$ cat src/rtl/neander_control.sv
// Neander control unit: fetch/decode/execute sequencer.
// Drives datapath strobes from state, opcode and stored N/Z flags.
module neander_control (
    input  logic       clock,
    input  logic       nreset,
    input  logic       run,
    input  logic [3:0] opcode,
    input  logic       flag_n,
    input  logic       flag_z,
    output logic [1:0] usel,
    output logic       ac_src,
    output logic       ac_load,
    output logic       nz_load,
    output logic       pc_inc,
    output logic       pc_load,
    output logic       rem_load,
    output logic       rem_sel,
    output logic       rdm_load,
    output logic       rdm_src,
    output logic       ri_load,
    output logic       mem_read,
    output logic       mem_write,
    output logic       halted,
    output logic [3:0] sstate
);

    typedef enum logic [3:0] {
        T0   = 4'd0,
        T1   = 4'd1,
        T2   = 4'd2,
        T3   = 4'd3,
        T4   = 4'd4,
        T5   = 4'd5,
        T6   = 4'd6,
        T7   = 4'd7,
        HALT = 4'd8
    } state_t;

    state_t state, state_nx;

    logic op_mem, op_jmp, jmp_skip, op_mem_path;

    assign op_mem   = (opcode >= 4'h1) && (opcode <= 4'h5);
    assign op_jmp   = (opcode == 4'h8) || (opcode == 4'h9) || (opcode == 4'hA);
    assign jmp_skip = ((opcode == 4'h9) && !flag_n)
                   || ((opcode == 4'hA) && !flag_z);
    // Instructions that fetch an operand address in T4.
    assign op_mem_path = op_mem || (op_jmp && !jmp_skip);

    always_ff @(posedge clock or negedge nreset) begin
        if (!nreset) state <= T0;
        else         state <= state_nx;
    end

    always_comb begin
        state_nx = state;
        unique case (state)
            T0:      state_nx = run ? T1 : T0;
            T1:      state_nx = T2;
            T2:      state_nx = T3;
            T3: begin
                if (opcode == 4'hF)  state_nx = HALT;
                else if (op_mem_path) state_nx = T4;
                else                  state_nx = T0;
            end
            T4:      state_nx = T5;
            T5:      state_nx = op_jmp ? T0 : T6;
            T6:      state_nx = T7;
            T7:      state_nx = T0;
            HALT:    state_nx = HALT;
            default: state_nx = T0;
        endcase
    end

    always_comb begin
        usel      = 2'b00;
        ac_src    = 1'b0;
        ac_load   = 1'b0;
        nz_load   = 1'b0;
        pc_inc    = 1'b0;
        pc_load   = 1'b0;
        rem_load  = 1'b0;
        rem_sel   = 1'b0;
        rdm_load  = 1'b0;
        rdm_src   = 1'b0;
        ri_load   = 1'b0;
        mem_read  = 1'b0;
        mem_write = 1'b0;
        halted    = 1'b0;
        sstate    = nreset ? state : T0;
        if (nreset) begin
            unique case (state)
                T0: rem_load = run;
                T1: begin
                    mem_read = 1'b1;
                    rdm_load = 1'b1;
                    pc_inc   = 1'b1;
                end
                T2: ri_load = 1'b1;
                T3: begin
                    unique case (1'b1)
                        opcode == 4'h6: begin
                            usel    = 2'b11;
                            ac_load = 1'b1;
                            nz_load = 1'b1;
                        end
                        jmp_skip:    pc_inc   = 1'b1;
                        op_mem_path: rem_load = 1'b1;
                        default: ;
                    endcase
                end
                T4: begin
                    mem_read = 1'b1;
                    rdm_load = 1'b1;
                    pc_inc   = !op_jmp;
                end
                T5: begin
                    pc_load  = op_jmp;
                    rem_load = !op_jmp;
                    rem_sel  = !op_jmp;
                end
                T6: begin
                    rdm_load = 1'b1;
                    rdm_src  = (opcode == 4'h1);
                    mem_read = (opcode != 4'h1);
                end
                T7: begin
                    unique case (1'b1)
                        opcode == 4'h1: mem_write = 1'b1;
                        opcode == 4'h2: begin
                            ac_src  = 1'b1;
                            ac_load = 1'b1;
                            nz_load = 1'b1;
                        end
                        opcode == 4'h3,
                        opcode == 4'h4,
                        opcode == 4'h5: begin
                            usel    = (opcode == 4'h4) ? 2'b10
                                    : (opcode == 4'h5) ? 2'b01 : 2'b00;
                            ac_load = 1'b1;
                            nz_load = 1'b1;
                        end
                        default: ;
                    endcase
                end
                HALT: halted = 1'b1;
                default: ;
            endcase
        end
    end

endmodule
$ cat config.mk
export PLATFORM = sky130hd
export DESIGN_NAME = neander_control
export DESIGN_NICKNAME = d
export VERILOG_FILES = /design/src/rtl/neander_control.sv
export SDC_FILE = /design/constraint.sdc
export NUM_CORES = 1
export LEC_CHECK = 0
export BUFFER_PORTS_ARGS = -buffer_cell sky130_fd_sc_hd__buf_4
export CAP_MARGIN = 20
export CORE_AREA = 2 2 39 41
export DETAILED_ROUTE_END_ITERATION = 6
export DIE_AREA = 0 0 41 43
export PLACE_DENSITY = 0.81
export SLEW_MARGIN = 20
export SYNTH_ARGS = -nofsm -noshare
export SYNTH_HDL_FRONTEND = slang
export SYNTH_SLANG_ARGS = --single-unit
$ cat constraint.sdc
create_clock -name clock -period 3.84 [get_ports clock]
set_clock_uncertainty 0.2 [all_clocks]
set_input_delay 0.576 -clock clock [delete_from_list [all_inputs] [get_ports clock]]
set_output_delay 0.576 -clock clock [all_outputs]
set_load 0.02 [all_outputs]
==> results of run 1 <==
[kinds of logic after synthesis]
group           after synthesis
buf+inv                       9
compound gates               17
xor+xnor                      1
simple gates                 54
flops                         4
[worst min-delay path by stage]
| stage | slack, ps | depth (start not counted) | startpoint | to |
|---|---|---|---|---|
| floorplan | 80 | 0 | nreset | state[0] |
| global placement | 190 | 1 | nreset | state[1] |
| detailed placement | 200 | 1 | nreset | state[1] |
| CTS | 440 | 1 | state[3] | state[1] |
| global route | 460 | 3 | run | state[0] |
| finish | 440 | 3 | run | state[0] |
[tightest hold or removal path, delay by kind of cell]
family	cells	cell delay [ps]
simple gates	2	160
buf+inv	1	90
[cell type report]
cell class | instances | share of cell area
flip-flops and latches | 4 | 0.1254
well taps | 16 | 0.02508
clock buffers | 3 | 0.02821
multi-input cells | 72 | 0.5455
repair buffers | 28 | 0.2665
inverters | 2 | 0.009404
[placed cells by master, fill, tap and decap left out]
cell type / instances
a21oi_1: 6
o32ai_1: 1
o21ai_0: 1
o2bb2ai_1: 2
nand2b_1: 6
nor2b_1: 5
a21oi_2: 1
nor3_1: 10
nand4_1: 1
and2_2: 4
inv_1: 2
clkbuf_4: 3
a21o_1: 1
a32oi_1: 1
nand2_1: 9
and3_1: 1
xnor2_1: 1
or4_4: 1
o22ai_1: 1
o31a_2: 1
nor2b_2: 1
a211oi_1: 1
nand2b_2: 1
buf_4: 27
dlygate4sd3_1: 1
dfrtp_1: 4
and2b_1: 1
and2_1: 2
nand3b_1: 1
nor4_1: 4
nor2_1: 6
o21bai_1: 1
nand3_2: 1
[repair_timing]
action,CTS,global route
gates resized for setup,0,0
hold endpoints to repair,4,0
endpoints found under the setup margin,0,0
hold buffers,1,0
[through the flow]
stage	cell area (um^2)	worst slack, ps	utilization	hold WS, ps	power, W
after floorplan	579.3	1080	-	80.41	0.0002566
after global placement	765.7	1369	0.5533	194.3	0.0003235
after detailed placement	765.7	1327	0.5533	197.6	0.0003305
after CTS	798.3	760.4	0.5769	439.2	0.0003862
after global routing	798.3	697.1	0.5769	462.6	0.0004162
final	798.3	762.5	0.5769	444.7	0.0003894
[power breakdown]
group          switching, W  total [W]  internal, W
Clock             0.0000173  0.0000523    0.0000350
Combinational      0.000129   0.000231     0.000102
Sequential        0.0000491   0.000106    0.0000571
Total              0.000195   0.000389     0.000194
[layer usage]
| layer | share of wire | vias to the layer above | track usage |
|---|---|---|---|
| met5 | 0 | - | 0 |
| met4 | 0 | 0 | 0.04000 |
| met3 | 0.081 | 0 | 0.03141 |
| met2 | 0.50 | 29 | 0.3438 |
| met1 | 0.41 | 329 | 0.3105 |
| li1 | - | 351 | - |
==> summary.md, run 1 <==
| Metric | Value |
|---|---|
| Syn Std Cell Area | 579.3 um^2 |
| Fraction of layout cells with a size suffix above 1 | 0.3670 |
| Die area | between 1500 and 2000 um^2 |
| Power Density | 487.8 nW/um^2 |
| Fin crit share | 0.8014 |
| CTS clk-pin slew, worst paths | 40 ps |
| First-pass GRT wire length | 2.766 mm |
| FF/Latch Area | 100.1 um^2 |
| Max clock buf depth | 2 |
| Top Registers | state: 4 flops |
| Cells after synthesis | 85 |
| Leakage Power | ~0.35 nW |
| Vias in the first global route | 626 |
| Yosys cell types | 33 |
| Max_cap viols | 0 |
| Final WL | 1.656 mm |
| Core area | around 1400 um^2 |
| Stages on worst setup path | 7 |
| WL per Instance | 13.25 um |
| Final HPWL DP | approximately 1.3 mm |
| Syn. warnings | 0 |
| # setup viols final | 0 |
| Complex-gate fraction of the synthesized area | 0.2030 |
| Hold Vio Cnt, Final | 0 |
| Row Count | 14 |
| Most flops, register | state |
| Number of synthesized flops with an enable pin | 0 |
| Post-synth top cells | nor3_1, nand2_1, a21oi_1, nand2b_1, nor2_1 |
| FFs w/ async S/R, synth | 1.000 |
| Startpoint Class | input port |
| RSZ-0062 raised after global routing | no |
| FF-to-FF End | state[2] |
| Reg2reg path depth | 4 |
| Post-layout nets | 120 |
| Avg Cell Area, Syn | just under 7 um^2 |
| Syn_nets | 94 |
| Via-to-Cell Ratio | 5.672 |
| Post-CTS Setup Bufs | 0 |
| Worst r2r src | state[1] |
| Worst setup EP type | output pin |
| Htree depth | 1 |
| CP max stage delay | ~530 ps |
| R2R setup slack | 2250 ps |
| Actual slew at the worst max-slew pin | 406.6 ps |
| Clock Root Buffer | clkbuf_4 |
| Fillers | 133 |
| Peak VDD IR | 0.2326 mV |
| Area share of fa/ha/maj cells after synthesis | 0 |
| Fmax | 324.9 MHz |
| Critical path arrival | about 2300 ps |
| Initial antenna violation count | 0 |
| Crit-path cells | dlygate4sd3_1 > buf_4 > and2_2 > and2b_1 > nand3_2 > o32ai_1 > buf_4 |
| Ports | 28 |
| DR iter-0 viols | 40 |
| Overall global routing resource usage | 0.2190 |
| DRC viols | 0 |
| Setup TNS | 0 ps |
| RePlAce Congestion | slightly above 0.8 |
| Largest net degree at the start of global routing | 16 |
| Multi-input gate area in the final layout | 435.4 um^2 |
| Slew HR | 0.7289 |
| Buf/Inv on CP | 3 |
| CTS Sinks | 4 |
| Hold crit path type | in2reg |
| CTS tree | done |
| FF+latch count, synth | 4 |
| Crit path from | nreset |
| Count leader, synth | nor3_1 |
| Vias after detailed routing | 709 |
| Die Width | 41 um |
| Max Slew Vio Count | 0 |
| Starting Density | 0.4186 |
| Endpoint of the worst setup timing path | ac_load |
| Synth Area in XOR/XNOR | 0.01512 |
| Post-synthesis simple-gate area fraction | 0.5335 |
| Largest family of logic cells by synthesized area | simple AND/OR/NAND/NOR gates |
| Die Y | 43 um |
| Cell mode on critical path | buf_4 |
| Crit path kind | in2out |
| Main area contributors after synthesis | dfrtp_1, nor3_1, nand2b_1 |
| CTS buffer count | 3 |
| Multiplexer share of the synthesized area | 0 |
| Remaining antenna violation count | 0 |
| Post-synth top area share | 0.1728 |
| Most used flip-flop cell after synthesis | dfrtp_1 |
| Synth area leader | dfrtp_1 |
| Final non-filler cell total | 125 |
| Max FO, Critical Path | 11 |
| Initial DRT Pass Iterations | 4 |
| Number of flip-flops in the largest register | 4 |
| Ant. Diodes | 0 |
| Status | completed |
| Clk_lat worst skew | 230 ps |
| Worst EP required | 3060 ps |
| Area Overhead vs Synth | 37.80% |
| IO buf count | 27 |
| Min Clock Period, post-route | 3078 ps |
| CP delay by family, top | buffers and inverters |
| Seq/Total Area, Yosys | 0.1728 |
| Cell count after placement | 121 |
| Grt ovf | 0 |
| Crit-path slowest cell | dlygate4sd3_1 |
No activity file was read; power rests on OpenSTA's default activity.
==> run 2: changes to the inputs <==
ABC_AREA = 1   (was default)
CORE_AREA = default   (was 2 2 39 41)
CORE_MARGIN = 1   (was default)
CORE_UTILIZATION = 39   (was default)
DIE_AREA = default   (was 0 0 41 43)
PLACE_DENSITY = 0.78   (was 0.81)
clock period = 2.7 ns   (was 3.84 ns; I/O delays follow)
==> summary.md, run 2 <==
| Metric | Value |
|---|---|
| First-pass GRT wire length | 2.325 mm (-16%) |
| Crit path kind | in2out |
| Peak VDD IR | 0.3298 mV (+42%) |
| CTS clk-pin slew, worst paths | 40 ps (about the same) |
| Most common cell after layout, fill and taps aside | buf_4 |
| Die area | 1563 um^2 (-11%) |
| Most flops, register | state |
| Main area contributors after synthesis | dfrtp_1, nand2_1, inv_1 |
| # setup viols final | 0 (unchanged) |
| Core area | 1301 um^2 (-6.0%) |
| Initial antenna violation count | 0 (unchanged) |
| Actual slew at the worst max-slew pin | 342.5 ps (-64.14 ps) |
| Min Clock Period, post-route | about 2400 ps |
| Max Slew Vio Count | 0 (unchanged) |
| Pwr Total | 0.0005077 W (+30%) |
| Syn_nets | 108 (+15%) |
| Vias in the first global route | 559 (-11%) |
| Syn. warnings | 0 (unchanged) |
| Max clock buf depth | 2 (unchanged) |
| Fillers | 156 (+17%) |
| Remaining antenna violation count | 0 (unchanged) |
| Critical path arrival | 1770 ps (-530 ps) |
| Synth area leader | dfrtp_1 |
| Row Count | 13 (-1) |
| Post-CTS Setup Bufs | 0 (unchanged) |
| R2R setup slack | 1290 ps (-960 ps) |
| Clock Root Buffer | clkbuf_4 |
| Die Width | 39.53 um (-3.6%) |
| DR iter-0 viols | 24 (-40%) |
| Number of flip-flops in the largest register | 4 (unchanged) |
| FF+latch count, synth | 4 (unchanged) |
| Leakage Power | 0.4344 nW (+23%) |
| Syn Std Cell Area | 549.3 um^2 (-5.2%) |
| Fin crit share | 0.8791 |
| CTS Sinks | 4 (unchanged) |
| Ports | 28 (unchanged) |
| Area Overhead vs Synth | 39.18% |
| Clk_lat worst skew | 240 ps (about the same) |
| Seq/Total Area, Yosys | 0.1822 (+0.009446) |
| Crit-path cells | dlygate4sd3_1 > buf_4 > nand4_2 > or2_1 > o21ai_2 > buf_4 |
| Crit-path slowest cell | dlygate4sd3_1 |
| Die Y | 39.53 um (-8.1%) |
| Yosys cell types | 19 (-42%) |
| Largest net degree at the start of global routing | 13 (-3) |
| Min-delay src | run |
| FF-to-FF End | state[1] |
| Hold crit path type | in2reg |
| Worst EP required | 2100 ps (-960 ps) |
| Htree depth | 1 (unchanged) |
| CP max stage delay | 530 ps (about the same) |
| Final HPWL DP | 1.115 mm (-11%) |
| Max_cap viols | 0 (unchanged) |
| Via-to-Cell Ratio | 5.079 (-10%) |
| Overall global routing resource usage | 0.2161 (-0.002914) |
| CTS tree | done |
| Final WL | 1.376 mm (-17%) |
| Worst setup EP type | output pin |
| Final hold slack | 252.3 ps (-192.4 ps) |
| RSZ-0062 raised after global routing | no |
| Slew HR | 0.7699 (+0.04100) |
| Setup TNS | 0 ps (unchanged) |
| Power Density | 664.1 nW/um^2 (+36%) |
| Fraction of layout cells with a size suffix above 1 | 0.2800 (-0.08697) |
| Top Registers | state: 4 flops |
| Initial DRT Pass Iterations | 4 (unchanged) |
| Startpoint Class | input port |
| Ant. Diodes | 0 (unchanged) |
| RePlAce Congestion | 0.9079 (+11%) |
| Vias after detailed routing | 711 (+0.28%) |
| Post-route core utilization | 0.5875 (+0.01065) |
| Most used flip-flop cell after synthesis | dfrtp_1 |
| Worst r2r src | state[0] |
| Max FO, Critical Path | 12 (+1) |
| Hold depth | 3 (unchanged) |
| Count leader, synth | nand2_1 |
| Cells after synthesis | 99 (+16%) |
| Starting Density | 0.4221 (+0.003490) |
| Reg2reg path depth | 4 (unchanged) |
| DRC viols | 0 (unchanged) |
| Fmax | roughly 420 MHz |
| Post-synth top cells | nand2_1, inv_1, nor2_1 |
| WL per Instance | 9.829 um (-26%) |
| FFs w/ async S/R, synth | 1.000 (unchanged) |
| Avg Cell Area, Syn | 5.548 um^2 (-19%) |
| Number of synthesized flops with an enable pin | 0 (unchanged) |
| CTS buffer count | 3 (unchanged) |
| Most frequent cells in the layout | buf_4, nand2_1, inv_1 |
| Grt ovf | 0 (unchanged) |
| Status | completed |
| Hold Vio Cnt, Final | 0 (unchanged) |
| Worst Hold Path EP | state[0] |
| Post-synth top area share | 0.1822 (+0.009446) |
| Cell mode on critical path | buf_4 |
| IO buf count | 27 (unchanged) |
| Post-layout nets | 136 (+13%) |
[run 2: changes by cell type after synthesis, sizes merged, moves of 6 or more]
| cell | change |
|---|---|
| inv | +17 |
| nand2 | +13 |
| nand3 | +11 |
| nor2 | +9 |
| nand2b | -7 |
| and2 | -6 |
| nor2b | -6 |
| nor3 | -6 |
[run 2: layout make-up]
cell class	instances	area [um^2]	area share
Sequential cell	4	100.1	0.1309
Multi-Input combinational cell	71	339.1	0.4435
Timing Repair Buffer	28	212.7	0.2782
Inverter	19	71.32	0.09329
Clock buffer	3	22.52	0.02946
Tap cell	15	18.77	0.02455
[run 2: what timing repair did]
item,CTS,global route
hold buffers,1,0
resized for setup,0,0
hold endpoints to repair,4,0
[run 2: layer usage]
metal  wire [um]  vias up  share of wire  track usage
li1            -      367              -            -
met1         653      322           0.47       0.3058
met2         650       20           0.47       0.3361
met3          44        2          0.032            0
met4          27        0          0.020       0.1034
met5           0        -              0            0
[run 2: worst max-delay path by stage]
stage | start | endpoint | slack, ps | cells after the start
floorplan | opcode[2] | nz_load | 490 | 6
global placement | opcode[3] | ac_load | 770 | 6
detailed placement | opcode[3] | nz_load | 730 | 6
CTS | nreset | usel[1] | 320 | 6
global route | nreset | usel[1] | 230 | 6
finish | nreset | usel[1] | 330 | 6
[run 2: kinds of logic (layout without fill, tap and decap cells)]
family,count (synthesis),after routing,synth area share
flops,4,4,0.1822
buf+inv,24,50,0.2004
simple gates,59,59,0.4966
compound gates,12,12,0.1207
[run 2: where the power goes]
part | switching (W) | leakage (nW) | internal, W
combinational | 0.000184 | 0.369 | 0.000117
sequential | 0.0000482 | 0.0514 | 0.0000818
clock | 0.0000271 | 0.0138 | 0.0000499
total | 0.000259 | 0.434 | 0.000248
[run 2: per-stage QoR]
stage          worst slack (ps)  cell area [um^2]  instances
2_1_floorplan             485.2             549.3         99
3_3_place_gp              765.0             732.0        136
3_5_place_dp              726.1             732.0        136
4_1_cts                   323.8             764.5        140
5_1_grt                   230.5             764.5        140
6_report                  326.4             764.5        140
[run 2: critical path: cells and delay by family]
| family | cells | cell delay (ps) |
|---|---|---|
| buffers and inverters | 3 | 860 |
| and+or+nand+nor | 2 | 390 |
| AOI/OAI and AO/OA | 1 | 110 |
